===== config.mk =====
export PLATFORM = sky130hd
export DESIGN_NAME = multicycle_ctrl_flat
export DESIGN_NICKNAME = d
export VERILOG_FILES = /design/src/rtl/multicycle_ctrl_if.sv /design/src/rtl/multicycle_ctrl.sv /design/src/flat_wrapper.sv
export SDC_FILE = /design/constraint.sdc
export NUM_CORES = 1
export LEC_CHECK = 0
export ABC_AREA = 0
export CORE_UTILIZATION = 50
export DETAILED_ROUTE_END_ITERATION = 12
export MAX_ROUTING_LAYER = met4
export PLACE_DENSITY = 0.77
export SYNTH_ARGS = -nofsm -noshare
export SYNTH_HDL_FRONTEND = slang
export SYNTH_SLANG_ARGS = --single-unit

===== constraint.sdc =====
create_clock -name clk -period 3.6 [get_ports clk]
set_clock_uncertainty 0.2 [all_clocks]
set_input_delay 0.72 -clock clk [delete_from_list [all_inputs] [get_ports clk]]
set_output_delay 0.72 -clock clk [all_outputs]
set_load 0.005 [all_outputs]

===== src/rtl/multicycle_ctrl_if.sv =====
// multicycle_ctrl_if: shared-memory request/ready handshake between controller and memory
interface multicycle_ctrl_if;
  logic mem_read;
  logic mem_write;
  logic iord;
  logic mem_ready;
  modport master (output mem_read, mem_write, iord, input mem_ready);
  modport slave (input mem_read, mem_write, iord, output mem_ready);
endinterface


===== src/rtl/multicycle_ctrl.sv =====
// multicycle_ctrl: RV32I multi-cycle sequencer with memory handshake, traps and retire counter
module multicycle_ctrl #(
  parameter int MEM_TIMEOUT = 15,
  parameter int CNT_W = 32
) (
  input  logic                 clk,
  input  logic                 reset,
  input  logic [6:0]           opcode,
  input  logic                 zero,
  multicycle_ctrl_if.master    bus,
  output logic                 pc_write,
  output logic                 ir_write,
  output logic                 reg_write,
  output logic                 mem_to_reg,
  output logic                 alu_src_a,
  output logic [1:0]           alu_src_b,
  output logic [1:0]           alu_op,
  output logic                 pc_src,
  output logic                 trap,
  output logic [1:0]           trap_cause,
  output logic [3:0]           state,
  output logic [CNT_W-1:0]     instret
);
  typedef enum logic [3:0] {
    S_FETCH = 4'd0, S_DECODE = 4'd1, S_MEM_ADDR = 4'd2, S_MEM_RD = 4'd3, S_MEM_WB = 4'd4,
    S_MEM_WR = 4'd5, S_EXEC_R = 4'd6, S_R_WB = 4'd7, S_BRANCH = 4'd8, S_TRAP = 4'd9
  } state_t;
  localparam logic [6:0] OP_R = 7'b0110011, OP_LD = 7'b0000011, OP_ST = 7'b0100011, OP_BR = 7'b1100011;
  localparam logic [7:0] WAIT_LAST = 8'(MEM_TIMEOUT - 1);
  state_t state_q, state_d;
  logic [7:0] wait_q, wait_d;
  logic [6:0] op_q, op_d;
  logic [1:0] cause_q, cause_d;
  logic [CNT_W-1:0] instret_q, instret_d;
  logic in_wait, tmo, retire;
  always_ff @(posedge clk) begin
    if (reset) begin
      state_q   <= S_FETCH;
      wait_q    <= '0;
      op_q      <= '0;
      cause_q   <= '0;
      instret_q <= '0;
    end else begin
      state_q   <= state_d;
      wait_q    <= wait_d;
      op_q      <= op_d;
      cause_q   <= cause_d;
      instret_q <= instret_d;
    end
  end
  // Completion (mem_ready) wins over timeout in the same cycle.
  always_comb begin
    in_wait = state_q == S_FETCH || state_q == S_MEM_RD || state_q == S_MEM_WR;
    tmo = in_wait && !bus.mem_ready && wait_q == WAIT_LAST;
    state_d = state_q;
    op_d = op_q;
    case (state_q)
      S_FETCH:    state_d = bus.mem_ready ? S_DECODE : tmo ? S_TRAP : S_FETCH;
      S_DECODE: begin
        op_d = opcode;
        state_d = opcode == OP_R ? S_EXEC_R :
                  (opcode == OP_LD || opcode == OP_ST) ? S_MEM_ADDR :
                  opcode == OP_BR ? S_BRANCH : S_TRAP;
      end
      S_MEM_ADDR: state_d = op_q == OP_LD ? S_MEM_RD : S_MEM_WR;
      S_MEM_RD:   state_d = bus.mem_ready ? S_MEM_WB : tmo ? S_TRAP : S_MEM_RD;
      S_MEM_WB:   state_d = S_FETCH;
      S_MEM_WR:   state_d = bus.mem_ready ? S_FETCH : tmo ? S_TRAP : S_MEM_WR;
      S_EXEC_R:   state_d = S_R_WB;
      S_R_WB:     state_d = S_FETCH;
      S_BRANCH:   state_d = S_FETCH;
      S_TRAP:     state_d = S_TRAP;
      default:    state_d = S_TRAP;
    endcase
    cause_d = (state_d == S_TRAP && state_q != S_TRAP) ? (tmo ? 2'b10 : 2'b01) : cause_q;
    wait_d = (in_wait && state_d == state_q) ? wait_q + 8'd1 : 8'd0;
    retire = state_d == S_FETCH && state_q != S_FETCH;
    instret_d = retire ? instret_q + 1'b1 : instret_q;
  end
  always_comb begin
    pc_write = 1'b0;
    ir_write = 1'b0;
    bus.iord = 1'b0;
    bus.mem_read = 1'b0;
    bus.mem_write = 1'b0;
    reg_write = 1'b0;
    mem_to_reg = 1'b0;
    alu_src_a = 1'b0;
    alu_src_b = 2'b00;
    alu_op = 2'b00;
    pc_src = 1'b0;
    case (state_q)
      S_FETCH: begin
        bus.mem_read = 1'b1;
        alu_src_b = 2'b01;
        ir_write = bus.mem_ready;
        pc_write = bus.mem_ready;
      end
      S_DECODE:   alu_src_b = 2'b10;
      S_EXEC_R: begin
        alu_src_a = 1'b1;
        alu_op = 2'b10;
      end
      S_R_WB:     reg_write = 1'b1;
      S_MEM_ADDR: begin
        alu_src_a = 1'b1;
        alu_src_b = 2'b10;
      end
      S_MEM_RD: begin
        bus.mem_read = 1'b1;
        bus.iord = 1'b1;
      end
      S_MEM_WB: begin
        reg_write = 1'b1;
        mem_to_reg = 1'b1;
      end
      S_MEM_WR: begin
        bus.mem_write = 1'b1;
        bus.iord = 1'b1;
      end
      S_BRANCH: begin
        alu_src_a = 1'b1;
        alu_op = 2'b01;
        pc_src = 1'b1;
        pc_write = zero;
      end
      default: ;
    endcase
  end
  assign trap = state_q == S_TRAP;
  assign trap_cause = cause_q;
  assign state = state_q;
  assign instret = instret_q;
endmodule


===== src/flat_wrapper.sv =====
// flat-port wrapper written by rule: the top's interface ports become plain ports
module multicycle_ctrl_flat 
#(
  parameter int MEM_TIMEOUT = 15,
  parameter int CNT_W = 32
)
  (clk, reset, opcode, zero, pc_write, ir_write, reg_write, mem_to_reg, alu_src_a, alu_src_b, alu_op, pc_src, trap, trap_cause, state, instret, bus_mem_read, bus_mem_write, bus_iord, bus_mem_ready);
  multicycle_ctrl_if bus_i ();
  input  logic clk;
  input  logic reset;
  input  logic [6:0] opcode;
  input  logic zero;
  output logic pc_write;
  output logic ir_write;
  output logic reg_write;
  output logic mem_to_reg;
  output logic alu_src_a;
  output logic [1:0] alu_src_b;
  output logic [1:0] alu_op;
  output logic pc_src;
  output logic trap;
  output logic [1:0] trap_cause;
  output logic [3:0] state;
  output logic [CNT_W-1:0] instret;
  output wire logic [$bits(bus_i.mem_read)-1:0] bus_mem_read;
  output wire logic [$bits(bus_i.mem_write)-1:0] bus_mem_write;
  output wire logic [$bits(bus_i.iord)-1:0] bus_iord;
  input wire logic [$bits(bus_i.mem_ready)-1:0] bus_mem_ready;
  assign bus_mem_read = bus_i.mem_read;
  assign bus_mem_write = bus_i.mem_write;
  assign bus_iord = bus_i.iord;
  assign bus_i.mem_ready = bus_mem_ready;
  multicycle_ctrl #(.MEM_TIMEOUT(MEM_TIMEOUT), .CNT_W(CNT_W)) u_core (.clk(clk), .reset(reset), .opcode(opcode), .zero(zero), .bus(bus_i), .pc_write(pc_write), .ir_write(ir_write), .reg_write(reg_write), .mem_to_reg(mem_to_reg), .alu_src_a(alu_src_a), .alu_src_b(alu_src_b), .alu_op(alu_op), .pc_src(pc_src), .trap(trap), .trap_cause(trap_cause), .state(state), .instret(instret));
endmodule

======== Word level (Yosys, flattened, before mapping) ========
Cells that the tools add are included.
cells by class
  add/subtract/negate cells ............... 2
  eq/ne operators ......................... 18
  multiplexer cells ....................... 23
  bitwise logic cells ..................... 1
  reductions and logical operators ........ 19
operators by type and width
  operator                                             number
  adder 32 x 1 -> 32 bit, second input constant        1
  2-to-1 mux 4 bit                                     8
  one-hot mux 4 bit (7 select lines)                   1
  equality test 4 x 3 -> 1 bit, second input constant  4
  equality test 7 x 2 -> 1 bit, second input constant  2
  equality test 7 x 6 -> 1 bit, second input constant  2
  equality test 4 bit, second input constant           3
  OR reduction 2 bit                                   5
  2-to-1 mux 1 bit                                     9
  adder 8 x 1 -> 8 bit, second input constant          1
  equality test 4 x 2 -> 1 bit, second input constant  2
  equality test 8 x 4 -> 1 bit, second input constant  1
  zero test 4 bit                                      2
  one-hot mux 2 bit (2 select lines)                   2
  equality test 7 bit, second input constant           1
  OR reduction 3 bit                                   2
  logical AND 1 bit                                    5
  equality test 4 x 1 -> 1 bit, second input constant  1
  equality test 4 bit                                  1
  != test 4 bit, second input constant                 1
  nonzero test 4 bit                                   1
  logical OR 1 bit                                     3
  2-to-1 mux 3 bit                                     1
  2-to-1 mux 2 bit                                     1
  3 further kinds                                      3
storage, ports and cells
  flip-flop bits (word level) ............. 53
  input bits .............................. 11
  output and inout bits ................... 52

======== Logic depth before layout (Yosys ltp) ========
  depth after elaboration ................. 12
  depth in mapped cells ................... 10

======== Worst setup path before layout ========
OpenSTA, ideal clock, no wires.
  kind .................................... input to register
  start ................................... input opcode[3]
  end ..................................... register u_core.instret_q[31], in the netlist u_core.instret[31]
  library setup time ...................... 123 ps
  arrival ................................. 2,394 ps
  setup slack ............................. 883 ps
  stages on the path ...................... 7
  cell sequence ........................... nand4bb_1 nor4_1 o22a_1 nand4_4 buf_6 nor4_1 mux2_1
on the way
  cells in the longest elaborated chain, start to end .. 7
  elaborated cells between the ends (all ways) .. 11
  those cells by class .................... 4 x eq/ne; 4 x mux; 3 x reduce/logical
ends and longest elaborated chain
  element                                                      RTL line                                      source
  start, declared                                              flat_wrapper.sv:11                            input logic [6:0] opcode;
  equality test 7 bit, or another cell as far along            multicycle_ctrl.sv:63                         opcode == OP_BR ? S_BRANCH : S_TRAP;
  2-to-1 mux 1 bit / logical OR 1 bit (equally long branches)  multicycle_ctrl.sv:63, multicycle_ctrl.sv:62
  2-to-1 mux 4 bit                                             multicycle_ctrl.sv:62                         (opcode == OP_LD || opcode == OP_ST) ? S_MEM_ADDR :
  2-to-1 mux 4 bit (*)                                         multicycle_ctrl.sv:61                         state_d = opcode == OP_R ? S_EXEC_R :
  one-hot mux 4 bit (7 select lines) (*)                       multicycle_ctrl.sv:57                         case (state_q)
  zero test 4 bit (*)                                          multicycle_ctrl.sv:77                         retire = state_d == S_FETCH && state_q != S_FETCH;
  logical AND 1 bit (*)                                        multicycle_ctrl.sv:77
  end signal, assigned                                         multicycle_ctrl.sv:48                         instret_q <= instret_d;
  end, declared                                                multicycle_ctrl.sv:34                         logic [CNT_W-1:0] instret_q, instret_d;
Every way passes the cells marked *; elsewhere a longest branch is shown, timed or not.
A chain may end at the register's enable or synchronous reset.

======== Worst setup path in the final report ========
  start ................................... register u_core.state_q[2], in the netlist u_core.state[2]
  end ..................................... output pc_write
on the way
  cells in the longest elaborated chain, start to end .. 2
  elaborated cells between the ends (all ways) .. 3
  those cells by class .................... 1 x eq/ne; 1 x mux; 1 x reduce/logical
ends and longest elaborated chain
  element                                                        RTL line               source
  start, declared                                                multicycle_ctrl.sv:30  state_t state_q, state_d;
  start signal, assigned                                         multicycle_ctrl.sv:44  state_q <= state_d;
  equality test 4 bit / zero test 4 bit (equally long branches)  multicycle_ctrl.sv:92  case (state_q)
  one-hot mux 1 bit (2 select lines) (*)                         multicycle_ctrl.sv:92
  end, declared                                                  flat_wrapper.sv:13     output logic pc_write;
Marked as above.

==> run summary <==
The tools report the sum of negative setup slack as 0 ns. Across all layers, the routed design uses 2747 vias. Worst flop-to-flop path endpoint: u_core.instret[22]. In this run the cell area measured after placement is 3420 µm².

The total overflow reported by the global router is 0. For this design, the CTS-stage hold fixing added 0 buffers. The critical path goes through nor4_1 > and2_1 > a21o_1 > clkdlybuf4s50_1.

The path depth of the worst reg2reg path came out at 7. The logs give 0 for the initial antenna violation count and 0.000292 W for the power spent charging and discharging nets. Routability-driven placement finished with a final weighted congestion of 0.824. The tools report the critical path data required time as 2.68 ns. The run gives 0 as the number of max-slew violations in the final report.

Clock latency on the worst-skew pair, taken at its later pin, is 0.30 ns. The mean instance size in the synthesized netlist works out to 7.96 µm². The worst-case clock buffer depth was 2. TritonCTS built the clock tree.

Worst hold path cell count: 2. The final number of hold-violating endpoints was 0. In this run, post-CTS repair resized a total of 0 instances. The worst hold path terminates at u_core.op_q[3]. In this run the worst path has a maximum fanout of 19.

The floorplan row count is 26. The synthesized design devotes to its leading area cell type 38.2% of total area. The number of enable flip-flop cells after synthesis works out to 0. After detailed routing, the number of remaining DRC violations is 0. The die is 76.6 µm tall. Critical path startpoint category: a register. By area the synthesized netlist is led by dfxtp_1 38%, a21oi_1 8.3%, or4_1 5.1%. The top cell type by total area after synthesis was dfxtp_1. The total number of clock tree sinks is 53, and the count of endpoints failing setup in the final report is 0. Of the available clock period, the critical path in the final layout requires 85.7%.

The first global-routing pass estimated 10.5 mm of wire. The smallest clock period supported by the final layout is computed as 3.09 ns. In the synthesized netlist the async set-or-reset flop fraction comes to 0%.

The share of total power dissipated in sequential elements is 55.9%. The mean number of vias per cell came out at 5.84. In this run the power density over the cells is 315 nW/µm². The number of nets handed over by synthesis was 363. STA classifies the critical path endpoint as an output pin.

The critical path in this run is classified as register to output pin. The buffer count from post-CTS setup fixing came out at 0. The number of H-tree branching levels was 2; the number of global-route vias before repair was 2300.

The tools report the tightest slew margin relative to the limit as 48.9%. The run finished with clean final reports. Counting the fill cells in the layout gives 486.

The tools report the startpoint of the lowest-slack register-to-register path as u_core.op_q[2]. Internal power comes to 0.000813 W. The routed wire length per instance is 13.5 µm, and the area overhead of the layout relative to synthesis is 26.2%.

The tools report the effective utilization at floorplan as 53.1%. The worst hold path begins at u_core.op_q[3]. The logs give 22.4% for the aggregate global-route resource usage and 5240 µm² for the placeable core region. 63 I/O pins were placed. The kind of path behind the tightest hold check was register to register. Maximum VDD drop: 0.192 mV.

Setup repair after global routing left no endpoint under its margin. The run gives 46 as the count of cell types in the netlist. The logs give 0 for the number of nets with antenna violations after detailed routing and 15.2% for the combinational cell fraction of total power. The clock network burns 28.9% of the power.

For the pin with the worst max-slew slack, the measured transition is 0.765 ns. Summed over all cells, the static leakage comes to 1.13 nW. The horizontal extent of the die was 76.6 µm; the pin count of the biggest net entering global routing was 61.

In this design, the stage delay of the slowest critical-path cell is 0.57 ns. The highest clock frequency the design can meet is 0.324 GHz, and the post-route cell area is 3510 µm². Fraction of layout instances using a drive strength above 1: 4.00%. The cell sitting at the root of the clock tree is a clkbuf_8.

The run gives 4 as the detailed-routing iteration count for the pre-antenna-repair pass. The number of instances in the synthesized netlist was 349; the post-layout net count was 413. Of the synthesized area, sequential elements account for 38.2%. Among all stages on the critical path, the largest delay is contributed by nor4_1.

The die covers 5860 µm². The setup check on the worst reg-to-reg path leaves a slack of 0.73 ns. The main flop type after synthesis was dfxtp_1. Input and output buffers added on the ports amount to 62. Detailed placement ended at an HPWL of 4.38 mm.

The repair_antennas step left the layout with diodes totalling 0. Counting flops and latches in the post-synthesis netlist gives 53. Max-cap violations in this run came to 0. The number of buffers created by CTS is 5, and the synthesis warning total is 0. Number of DRC violations after detailed-routing iteration 0: 85.

The tools report the cell area after technology mapping as 2780 µm². Net switching is 26.4% of the power. After clock tree synthesis, the clock-pin slew on the worst setup and hold paths is 0.09 ns. The logs give 6.34 mm for the total routed wirelength and 2.17 ns for the data arrival time of the worst path.
-- cells in the mapped netlist (2+ instances only) --
cell	number
dfxtp_1	53
a21oi_1	46
nand2_1	36
nor2_1	24
or4_1	19
o31ai_1	18
clkbuf_1	17
nand3_1	14
o21ai_1	12
or3_1	11
nand4_1	8
and3_1	7
inv_1	7
nand2b_1	7
nor3_1	7
and2_1	6
xor2_1	6
nor4_1	5
o21ai_0	5
buf_2	4
and4_1	3
ha_1	3
or4b_1	3
a211o_1	2
a211oi_1	2
buf_6	2
nor2b_1	2
o21bai_1	2
-- metrics by stage --
step	util [%]	instances	hold WS [ns]	setup WS, ns	power (W)
floorplan	-	349	0.231	0.883	0.000735
global placement	65.4	462	0.241	0.340	0.000796
detailed placement	65.4	462	0.249	0.266	0.000799
CTS	66.9	470	0.263	0.503	0.00112
global route	66.9	470	0.289	0.345	0.00117
finish	66.9	470	0.258	0.514	0.00110
-- power groups by stage --
stage | Sequential, W | Combinational (W) | Clock, W
finish | 0.000617 | 0.000167 | 0.000320
global route | 0.000621 | 0.000185 | 0.000360
CTS | 0.000618 | 0.000168 | 0.000332
detailed placement | 0.000631 | 0.000167 | 0
global placement | 0.000631 | 0.000165 | 0
floorplan | 0.000623 | 0.000112 | 0
-- cell type report --
type                    count  area [µm²]  area share, %
multi-input cells         266        1590           45.2
clock buffers               6        72.6           2.07
flip-flops and latches     53        1060           30.3
repair buffers             66         663           18.9
well taps                  70        87.6           2.50
clock inverters             2        10.0          0.286
inverters                   7        26.3          0.749
-- cell usage in the layout (no fill, tap or decap), types with 2 or more instances in the layout --
master and instances:
and3_1 7, clkbuf_8 5, nor4_1 5, xor2_1 6, o21ai_0 5, nand2_1 36, a211oi_1 2, and4_1 3
o21ai_1 12, nor2_1 24, clkdlybuf4s50_1 62, a21oi_1 46, nor2b_1 2, nor3_1 7, nand4_1 8, or3_1 11
ha_1 3, o31ai_1 18, a211o_1 2, or4_1 19, inv_1 7, nand2b_1 7, and2_1 6, clkinv_2 2
nand3_1 14, or4b_1 3, buf_4 3, dfxtp_1 53, o21bai_1 2
-- sequential cells by signal, indices dropped and copies added, names as in the netlist --
register / cells
u_core.instret: 32
u_core.wait_q: 8
u_core.op_q: 7
u_core.state: 4
u_core.trap_cause: 2
-- layer usage --
metal	track usage, %	wire (µm)	up-vias
li1	-	-	1388
met1	28.3	2960	1268
met2	35.4	2950	82
met3	4.43	333	9
met4	8.27	91	0
met5	-	0	-
-- worst max-delay path by stage --
| stage | cells past startpoint | endpoint | slack, ns | start |
|---|---|---|---|---|
| after floorplan | 7 | u_core.instret[31] | 0.88 | opcode[3] |
| after global placement | 8 | u_core.instret[26] | 0.34 | opcode[3] |
| after detailed placement | 8 | u_core.instret[10] | 0.27 | opcode[3] |
| after CTS | 4 | pc_write | 0.50 | u_core.state[0] |
| after global routing | 4 | pc_write | 0.35 | u_core.state[2] |
| final | 4 | pc_write | 0.51 | u_core.state[2] |
-- critical path: cells and delay by family (launching register included) --
family | cells | cell delay (ns)
AND/OR/NAND/NOR | 2 | 0.80
flip-flops | 1 | 0.49
buffers and inverters | 1 | 0.49
AO/OA/AOI/OAI | 1 | 0.09
-- kinds of logic (layout without fill, tap and decap cells) --
kind of cell	Yosys count	in the layout	share of synthesized area, %
adders and majority gates	3	3	1.35
xor gates and xnor gates	7	7	2.21
AOI/OAI and AO/OA	94	94	20.2
and+or+nand+nor	160	160	32.6
buffers and inverters	30	81	4.77
muxes	2	2	0.765
DFF	53	53	38.2
Note: power is estimated with default switching activity, not from simulation.
